$ cat src/rtl/mul_issue_queue.sv
`default_nettype none
// ============================================================================
//  Module      : mul_issue_queue
//  Description : Request FIFO in front of an iterative multiplier. Each queued
//                {signed, x, y} request is issued from the FIFO head. The head
//                is popped when the multiplier reports completion, or when a
//                run-cycle watchdog expires. The product, or an error response
//                for a timeout, is held until the consumer accepts it.
//  Ports       : mul_clk / resetn          clock, synchronous active-low reset
//                req_valid/req_ready       request handshake
//                req_signed/req_x/req_y    request operands
//                mul_run                   multiplier start/hold (high in RUN)
//                mul_signed/mul_x/mul_y    operands from FIFO head
//                mul_result/mul_complete   product and its valid strobe
//                rsp_valid/rsp_ready       response handshake
//                rsp_result/rsp_err        product, timeout-abort flag
//                count                     FIFO occupancy
//  Revision    : 1.0 - initial release
// ============================================================================
module mul_issue_queue #(
    parameter int DEPTH   = 4,
    parameter int TIMEOUT = 64
) (
    input  logic                   mul_clk,
    input  logic                   resetn,
    input  logic                   req_valid,
    output logic                   req_ready,
    input  logic                   req_signed,
    input  logic [31:0]            req_x,
    input  logic [31:0]            req_y,
    output logic                   mul_run,
    output logic                   mul_signed,
    output logic [31:0]            mul_x,
    output logic [31:0]            mul_y,
    input  logic [63:0]            mul_result,
    input  logic                   mul_complete,
    output logic                   rsp_valid,
    input  logic                   rsp_ready,
    output logic [63:0]            rsp_result,
    output logic                   rsp_err,
    output logic [$clog2(DEPTH):0] count
);

    localparam int c_ptr_w = $clog2(DEPTH);
    localparam int c_cnt_w = c_ptr_w + 1;
    localparam int c_ent_w = 65;

    localparam logic [0:0] c_st_idle = 1'b0;
    localparam logic [0:0] c_st_run  = 1'b1;

    localparam logic [c_cnt_w-1:0] c_depth   = c_cnt_w'(DEPTH);
    // The counter value seen in the last permitted RUN cycle; the increment
    // out of this value is the one that "reaches" TIMEOUT.
    localparam logic [6:0]         c_to_last = 7'(TIMEOUT - 1);

    logic [c_ent_w-1:0] mem_q [DEPTH];
    logic [c_ent_w-1:0] mem_d [DEPTH];
    logic [c_ptr_w-1:0] wr_ptr_q, wr_ptr_d;
    logic [c_ptr_w-1:0] rd_ptr_q, rd_ptr_d;
    logic [c_cnt_w-1:0] count_q,  count_d;
    logic [0:0]         state_q,  state_d;
    logic [6:0]         run_cnt_q, run_cnt_d;
    logic               rsp_valid_q, rsp_valid_d;
    logic               rsp_err_q,   rsp_err_d;
    logic [63:0]        rsp_result_q, rsp_result_d;

    logic w_push;
    logic w_start;
    logic w_done_ok;
    logic w_done_to;
    logic w_pop;

    // No bypass: a full FIFO refuses even when a pop happens this cycle.
    assign req_ready = (count_q < c_depth);
    assign w_push    = req_valid && req_ready;

    // Start only when a response slot is free or being freed this cycle, so a
    // completion can never overwrite an unconsumed response.
    assign w_start   = (state_q == c_st_idle) && (count_q != '0) &&
                       (!rsp_valid_q || rsp_ready);

    // Completion wins over the watchdog in the same cycle.
    assign w_done_ok = (state_q == c_st_run) && mul_complete;
    assign w_done_to = (state_q == c_st_run) && !mul_complete &&
                       (run_cnt_q == c_to_last);
    assign w_pop     = w_done_ok || w_done_to;

    always_comb begin
        mem_d    = mem_q;
        wr_ptr_d = wr_ptr_q;
        rd_ptr_d = rd_ptr_q;
        count_d  = count_q;
        if (w_push) begin
            mem_d[wr_ptr_q] = {req_signed, req_x, req_y};
            wr_ptr_d        = wr_ptr_q + c_ptr_w'(1);
        end
        if (w_pop) begin
            rd_ptr_d = rd_ptr_q + c_ptr_w'(1);
        end
        case ({w_push, w_pop})
            2'b10:   count_d = count_q + c_cnt_w'(1);
            2'b01:   count_d = count_q - c_cnt_w'(1);
            default: count_d = count_q;
        endcase
    end

    always_comb begin
        state_d   = state_q;
        run_cnt_d = run_cnt_q;
        case (state_q)
            c_st_idle: begin
                if (w_start) begin
                    state_d   = c_st_run;
                    run_cnt_d = 7'd0;
                end
            end
            c_st_run: begin
                if (w_pop) begin
                    state_d = c_st_idle;
                end else begin
                    run_cnt_d = run_cnt_q + 7'd1;
                end
            end
            default: state_d = c_st_idle;
        endcase
    end

    always_comb begin
        rsp_valid_d  = rsp_valid_q;
        rsp_err_d    = rsp_err_q;
        rsp_result_d = rsp_result_q;
        if (w_done_ok) begin
            rsp_valid_d  = 1'b1;
            rsp_err_d    = 1'b0;
            rsp_result_d = mul_result;
        end else if (w_done_to) begin
            rsp_valid_d  = 1'b1;
            rsp_err_d    = 1'b1;
            rsp_result_d = 64'd0;
        end else if (rsp_valid_q && rsp_ready) begin
            rsp_valid_d  = 1'b0;
        end
    end

    // Entry storage carries no reset; the head is only meaningful in RUN.
    always_ff @(posedge mul_clk) begin
        mem_q <= mem_d;
    end

    always_ff @(posedge mul_clk) begin
        if (!resetn) begin
            wr_ptr_q     <= '0;
            rd_ptr_q     <= '0;
            count_q      <= '0;
            state_q      <= c_st_idle;
            run_cnt_q    <= 7'd0;
            rsp_valid_q  <= 1'b0;
            rsp_err_q    <= 1'b0;
            rsp_result_q <= 64'd0;
        end else begin
            wr_ptr_q     <= wr_ptr_d;
            rd_ptr_q     <= rd_ptr_d;
            count_q      <= count_d;
            state_q      <= state_d;
            run_cnt_q    <= run_cnt_d;
            rsp_valid_q  <= rsp_valid_d;
            rsp_err_q    <= rsp_err_d;
            rsp_result_q <= rsp_result_d;
        end
    end

    assign mul_run    = (state_q == c_st_run);
    assign mul_signed = mem_q[rd_ptr_q][64];
    assign mul_x      = mem_q[rd_ptr_q][63:32];
    assign mul_y      = mem_q[rd_ptr_q][31:0];
    assign rsp_valid  = rsp_valid_q;
    assign rsp_err    = rsp_err_q;
    assign rsp_result = rsp_result_q;
    assign count      = count_q;

endmodule
`default_nettype wire

$ cat config.mk
export PLATFORM = sky130hd
export DESIGN_NAME = mul_issue_queue
export DESIGN_NICKNAME = d
export VERILOG_FILES = /design/src/rtl/mul_issue_queue.sv
export SDC_FILE = /design/constraint.sdc
export NUM_CORES = 1
export LEC_CHECK = 0
export ABC_AREA = 1
export CELL_PAD_IN_SITES_DETAIL_PLACEMENT = 0
export CELL_PAD_IN_SITES_GLOBAL_PLACEMENT = 1
export CORE_MARGIN = 2
export CORE_UTILIZATION = 44
export CTS_BUF_LIST = sky130_fd_sc_hd__clkbuf_8 sky130_fd_sc_hd__clkbuf_16
export DETAILED_ROUTE_END_ITERATION = 7
export PLACE_DENSITY_LB_ADDON = 0.1
export SLEW_MARGIN = 15
export SYNTH_ARGS = -nofsm -noshare
export SYNTH_HDL_FRONTEND = slang
export SYNTH_SLANG_ARGS = --single-unit
$ cat constraint.sdc
create_clock -name mul_clk -period 8.1 [get_ports mul_clk]
set_clock_uncertainty 0.1 [all_clocks]
set_input_delay 2.025 -clock mul_clk [delete_from_list [all_inputs] [get_ports mul_clk]]
set_output_delay 2.025 -clock mul_clk [all_outputs]
set_load 0.02 [all_outputs]
* Yosys cells after proc, flatten, opt, wreduce, memory -nomap -nowiden
Index checks and enable logic that the tools add are counted.
** Storage, ports and cells
- Memory bits (read-only) :: 0
- Register bits :: 341
- Latch bits :: 0
- Input port bits :: 134
- Memory bits (writable) :: 0
- Memories kept :: 0
- Logic and storage cells :: 66
- Output and inout port bits :: 136
** Operators by class
- Order comparisons :: 4
- Add/sub/neg operators :: 5
- Multiplexer cells :: 18
- Shifts and indexed selects :: 0
- Equality and inequality tests :: 5
- Bitwise logic cells :: 4
- Multipliers :: 0
- Div/mod/pow operators :: 0
- Reductions and logical operators :: 18
** Operators by type and width (number)
- 260-bit bitwise mux :: 1
- 65-bit 2-to-1 mux :: 3
- 65-bit binary-select mux with 2-bit select :: 1
- 65-bit demux with 2-bit select :: 1
- 64-bit 2-to-1 mux :: 2
- 7-bit 2-to-1 mux :: 2
- 7-bit one-hot mux with 2 select lines :: 1
- 1-bit logical AND :: 8
- 7-bit by 1-bit adder with 7-bit output (second input constant) :: 1
- 7-bit by 6-bit == test with 1-bit output (second input constant) :: 1
- 3-bit >= comparator (second input constant) :: 2
- 2-bit inverter with 3-bit output :: 2
- 3-bit one-hot mux with 2 select lines :: 1
- 3-bit nonzero test :: 2
- 1-bit 2-to-1 mux :: 5
- 2-bit by 1-bit adder with 2-bit output (second input constant) :: 2
- 2-bit inequality test (second input constant) :: 2
- 2-bit nonzero test :: 2
- 3-bit by 1-bit adder with 3-bit output (second input constant) :: 1
- 3-bit by 1-bit < comparator with 1-bit output (second input constant) :: 1
- 3-bit < comparator (second input constant) :: 1
- 3-bit by 1-bit subtractor with 3-bit output (second input constant) :: 1
- 2-bit by 1-bit == test with 1-bit output (second input constant) :: 1
- 2-bit == test (second input constant) :: 1
- 6 further kinds :: 9

* Depth between registers and ports, before layout
- Word-level depth :: 6
- Gate-level depth with buffers :: 13
- Gate-level depth less buffers :: 12

* Least setup slack after synthesis
No wires, ideal clock.
- Path kind :: input-to-reg
- Start :: input req_valid
- End :: register mem_q[0] in the netlist's numbering (enable)
- Cell stages on the path :: 2
- Data required time :: 7511 ps
- Buffers on the path :: 0
- Path slack :: 2586 ps
- Arrival time :: 4925 ps
- Cell sequence :: nand2_1 -> nor2_1
** Between the ends
- Longest elaborated chain between the ends :: 1
** RTL lines
- from (decl) :: RTL line 26 : input logic req_valid,
- 1-bit logical AND :: RTL line 75 : assign w_push = req_valid && req_ready;
- to (signal assigned) :: RTL line 147 : mem_q <= mem_d;
- to (decl) :: RTL line 56 : logic [c_ent_w-1:0] mem_q [DEPTH];
No other way between the ends.
A chain may end at the register's enable or synchronous reset.

* Final worst setup path
- Start :: register rd_ptr_q[0]
- End :: output mul_x[21]
** Between the ends
- Longest elaborated chain between the ends :: 4
** RTL lines
- from (decl) :: RTL line 59 : logic [c_ptr_w-1:0] rd_ptr_q, rd_ptr_d;
- from (signal assigned) :: RTL line 162 : rd_ptr_q <= rd_ptr_d;
- 2-bit inverter with 3-bit output (implied by the code) :: RTL line 174 : assign mul_x = mem_q[rd_ptr_q][63:32];
- 65-bit binary-select mux with 2-bit select :: RTL line 174
- 65-bit 2-to-1 mux (2 in series)
- to (decl) :: RTL line 33 : output logic [31:0] mul_x,
No other way between the ends. The select of a mux whose other input is x is not followed.

==> impl_results.md <==
- DR DRC count: 0
- TritonCTS clock tree: done
- Post-synth EDFFs: 260
- Ys async rst share: 0%
- Achievable frequency: 185 MHz
- Period utilization: 66.9%
- H-tree levels: 2
- Crit-path cells: inv_4, buf_4, o21ai_0, o22ai_1, clkdlybuf4s50_1
- Dpl ws: 3.18 ns
- Status: complete, no violations
- Crit-path max cell delay: 0.65 ns
- Worst slew margin: 27.7%
- Critical path buffer and inverter count: 3
- Total GRT Usage: 19.8%
- Worst setup path class: flip-flop to output pin
- Avg Cell Area, Syn: 12.4 um2
- Max-slew violations: 0
- Int Power: 0.00321 W
- Iteration-0 DRC count of the detailed router: 635
- Die Span Y: 175 um
- Die Area: 30,500 um2
- Num rows: 62
- Setup ws final: 2.69 ns
- Clk_lat worst skew: 0.51 ns
- Synth Area in Adders: 0.742%
- Met2 Usage GRT: 33.0%
- CTS resizes: 0
- Static Leak: 5.68 nW
- Global-route wire length before repair: 47.5 mm
- Ys flop type: edfxtp_1
- # IOs: 270
- Fin nets: 1,426
- Syn. warnings: 0
- Yosys top cell by area: edfxtp_1
- Worst hold path class: flip-flop to flip-flop
- Synth cell types: 28
- GRT busiest layer: met2
- Drt pass-1 iters: 5
- Flops & latches, synth: 341
- Final hold vios: 0
- Cell Area, Synth: 12,800 um2
- Routed Wire Length: 30.4 mm
- Total CTS buffers: 37
- Post-synthesis mux area share: 0%
- CTS max path bufs: 3
- Switch share: 25.2%
- Core Area: 28,700 um2
- Worst path arrival time: 3.29 ns
- Initial antenna violation count: 3
- FILL cells: 2,401
- Startpoint types: flip-flop
- Post-synthesis sequential area ratio: 73.6%
- Compound-Gate Fraction of Synth Area: 11.7%
- DRT antenna net count: 0
- Switch Pwr: 0.00108 W
- P&R area growth vs syn: 32.1%
- Family with the most delay on the worst path: buffers and inverters
- Syn Nets: 1,178
- Setup_tns: 0 ns
- Post-synthesis xor/xnor area fraction: 0.0684%
- Root buffer selected by CTS: clkbuf_16
- Post-Syn Instances: 1,037
- Gate power share: 15.8%
- Tmin final: 5.41 ns
- Layout cell share with drive strength beyond 1: 7.01%
- Worst Tran Pin Value: 1.08 ns
- GRT met3 Usage: 6.29%
- GR Util met1: 24.9%
- Top cells by count, synth: 260 x edfxtp_1, 142 x nor2_1, 132 x o21ai_0
- Reg clk slew, reported paths: 0.06 ns
- Vias in the first global route: 8,721
- CP max-delay cell: clkdlybuf4s50_1
- Gr ovfl total: 0
- Peak VDD IR: 0.000134 V
- Final HPWL DP: 17.7 mm
- Avg Vias per Cell: 5.15
- Port Buffers: 269
- Initial Util: 44.6%
- # Post-CTS Setup Buffers: 0
- Clk sinks: 341
- Max cap viols: 0
- Top cell type's share of synthesized area: 60.9%
- RD Place Congestion: 0.738
- Reg power frac: 47.5%
- Ranking of synthesized cells by area: edfxtp_1 61%, dfxtp_1 13%, o21ai_0 5.2%
- Vias: 8,752
- Most frequent cell after synthesis: edfxtp_1
- Largest net degree at the start of global routing: 86
- CP required: 5.98 ns
- Power Density: 253 nW/um2
- Hold_buf cts: 0
- Clock power share: 36.7%
- RSZ-0062 raised after global routing: no
- Drt wl/cell: 17.9 um
- Final setup violating endpoints: 0
- Crit path capture type: output pin
- Largest family of logic cells by synthesized area: compound AO/OA/AOI/OAI gates
- Crit-path max FO: 68
- Synth Area in Simple Gates: 10.6%
- DIE WIDTH: 175 um
metrics by stage:
step | std cells | utilization (%) | power [W] | instance area (um2) | hold slack (ns)
after floorplan | 1037 | - | 0.00242 | 12800 | 0.337
after global placement | 1630 | 54.9 | 0.00275 | 15800 | 0.351
after detailed placement | 1630 | 54.9 | 0.00276 | 15800 | 0.358
after CTS | 1696 | 59.0 | 0.00434 | 16900 | 0.366
after global routing | 1697 | 59.0 | 0.00446 | 16900 | 0.397
final | 1698 | 59.0 | 0.00428 | 16900 | 0.363
sequential cells by signal, summed over array words and instances (netlist names):
name and count:
rsp_err 1, rsp_valid 1, mul_run 1, mem_q 260
wr_ptr_q 2, run_cnt_q 7, rsp_result 64, count 3
rd_ptr_q 2
cell families after synthesis:
group,count (synthesis)
DFF,341
AOI/OAI and AO/OA,282
adders and majority gates,7
buffers and inverters,93
xor gates and xnor gates,1
and+or+nand+nor,313
final cells by class:
class	instances	area, um2	area share (%)
clock inverter	27	174	1.03
inverter	22	85.1	0.503
sequential	341	9430	55.7
timing repair buffer	280	2780	16.4
antenna	2	5.00	0.0296
multi-input combinational	603	3000	17.7
clock buffer	39	976	5.77
tap	384	480	2.84
power by group through the flow:
stage	sequential, W	combinational [W]	clock [W]
global route	0.00205	0.000734	0.00168
CTS	0.00204	0.000689	0.00161
floorplan	0.00210	0.000324	0
detailed placement	0.00207	0.000687	0
global placement	0.00207	0.000684	0
finish	0.00204	0.000676	0.00157
cells in the final DEF (no fill, tap or decap), drive strengths merged, types with 31 or more instances in the layout:
master / synthesis / routed
nor2: 144 / 144
edfxtp: 260 / 260
clkdlybuf4s50: 0 / 269
a21oi: 79 / 79
o22ai: 65 / 65
nand3: 78 / 78
inv: 22 / 31
o21ai: 136 / 136
clkbuf: 41 / 39
nand2: 89 / 89
dfxtp: 81 / 81
worst reg2reg max path: stages, from the launching register on:
cell and delay, ns:
dfxtp_1 0.31, inv_1 0.12, nand2_1 0.34, nor2_4 0.76, buf_4 0.67
final timing paths:
check,from,to,slack (ns),cells after the start
worst min register to register,run_cnt_q[5],run_cnt_q[5],0.36,2
worst max-delay path,rd_ptr_q[0],mul_x[21],2.69,5
worst max register to register,count[2],mem_q[40],5.40,4
worst min-delay path,run_cnt_q[5],run_cnt_q[5],0.36,2
routing by layer:
metal,vias to the layer above,wire [um]
met1,4147,12500
met4,2,629
li1,4270,-
met2,284,14600
met5,-,13
met3,49,2600
Power figures use the tool's default switching activity.
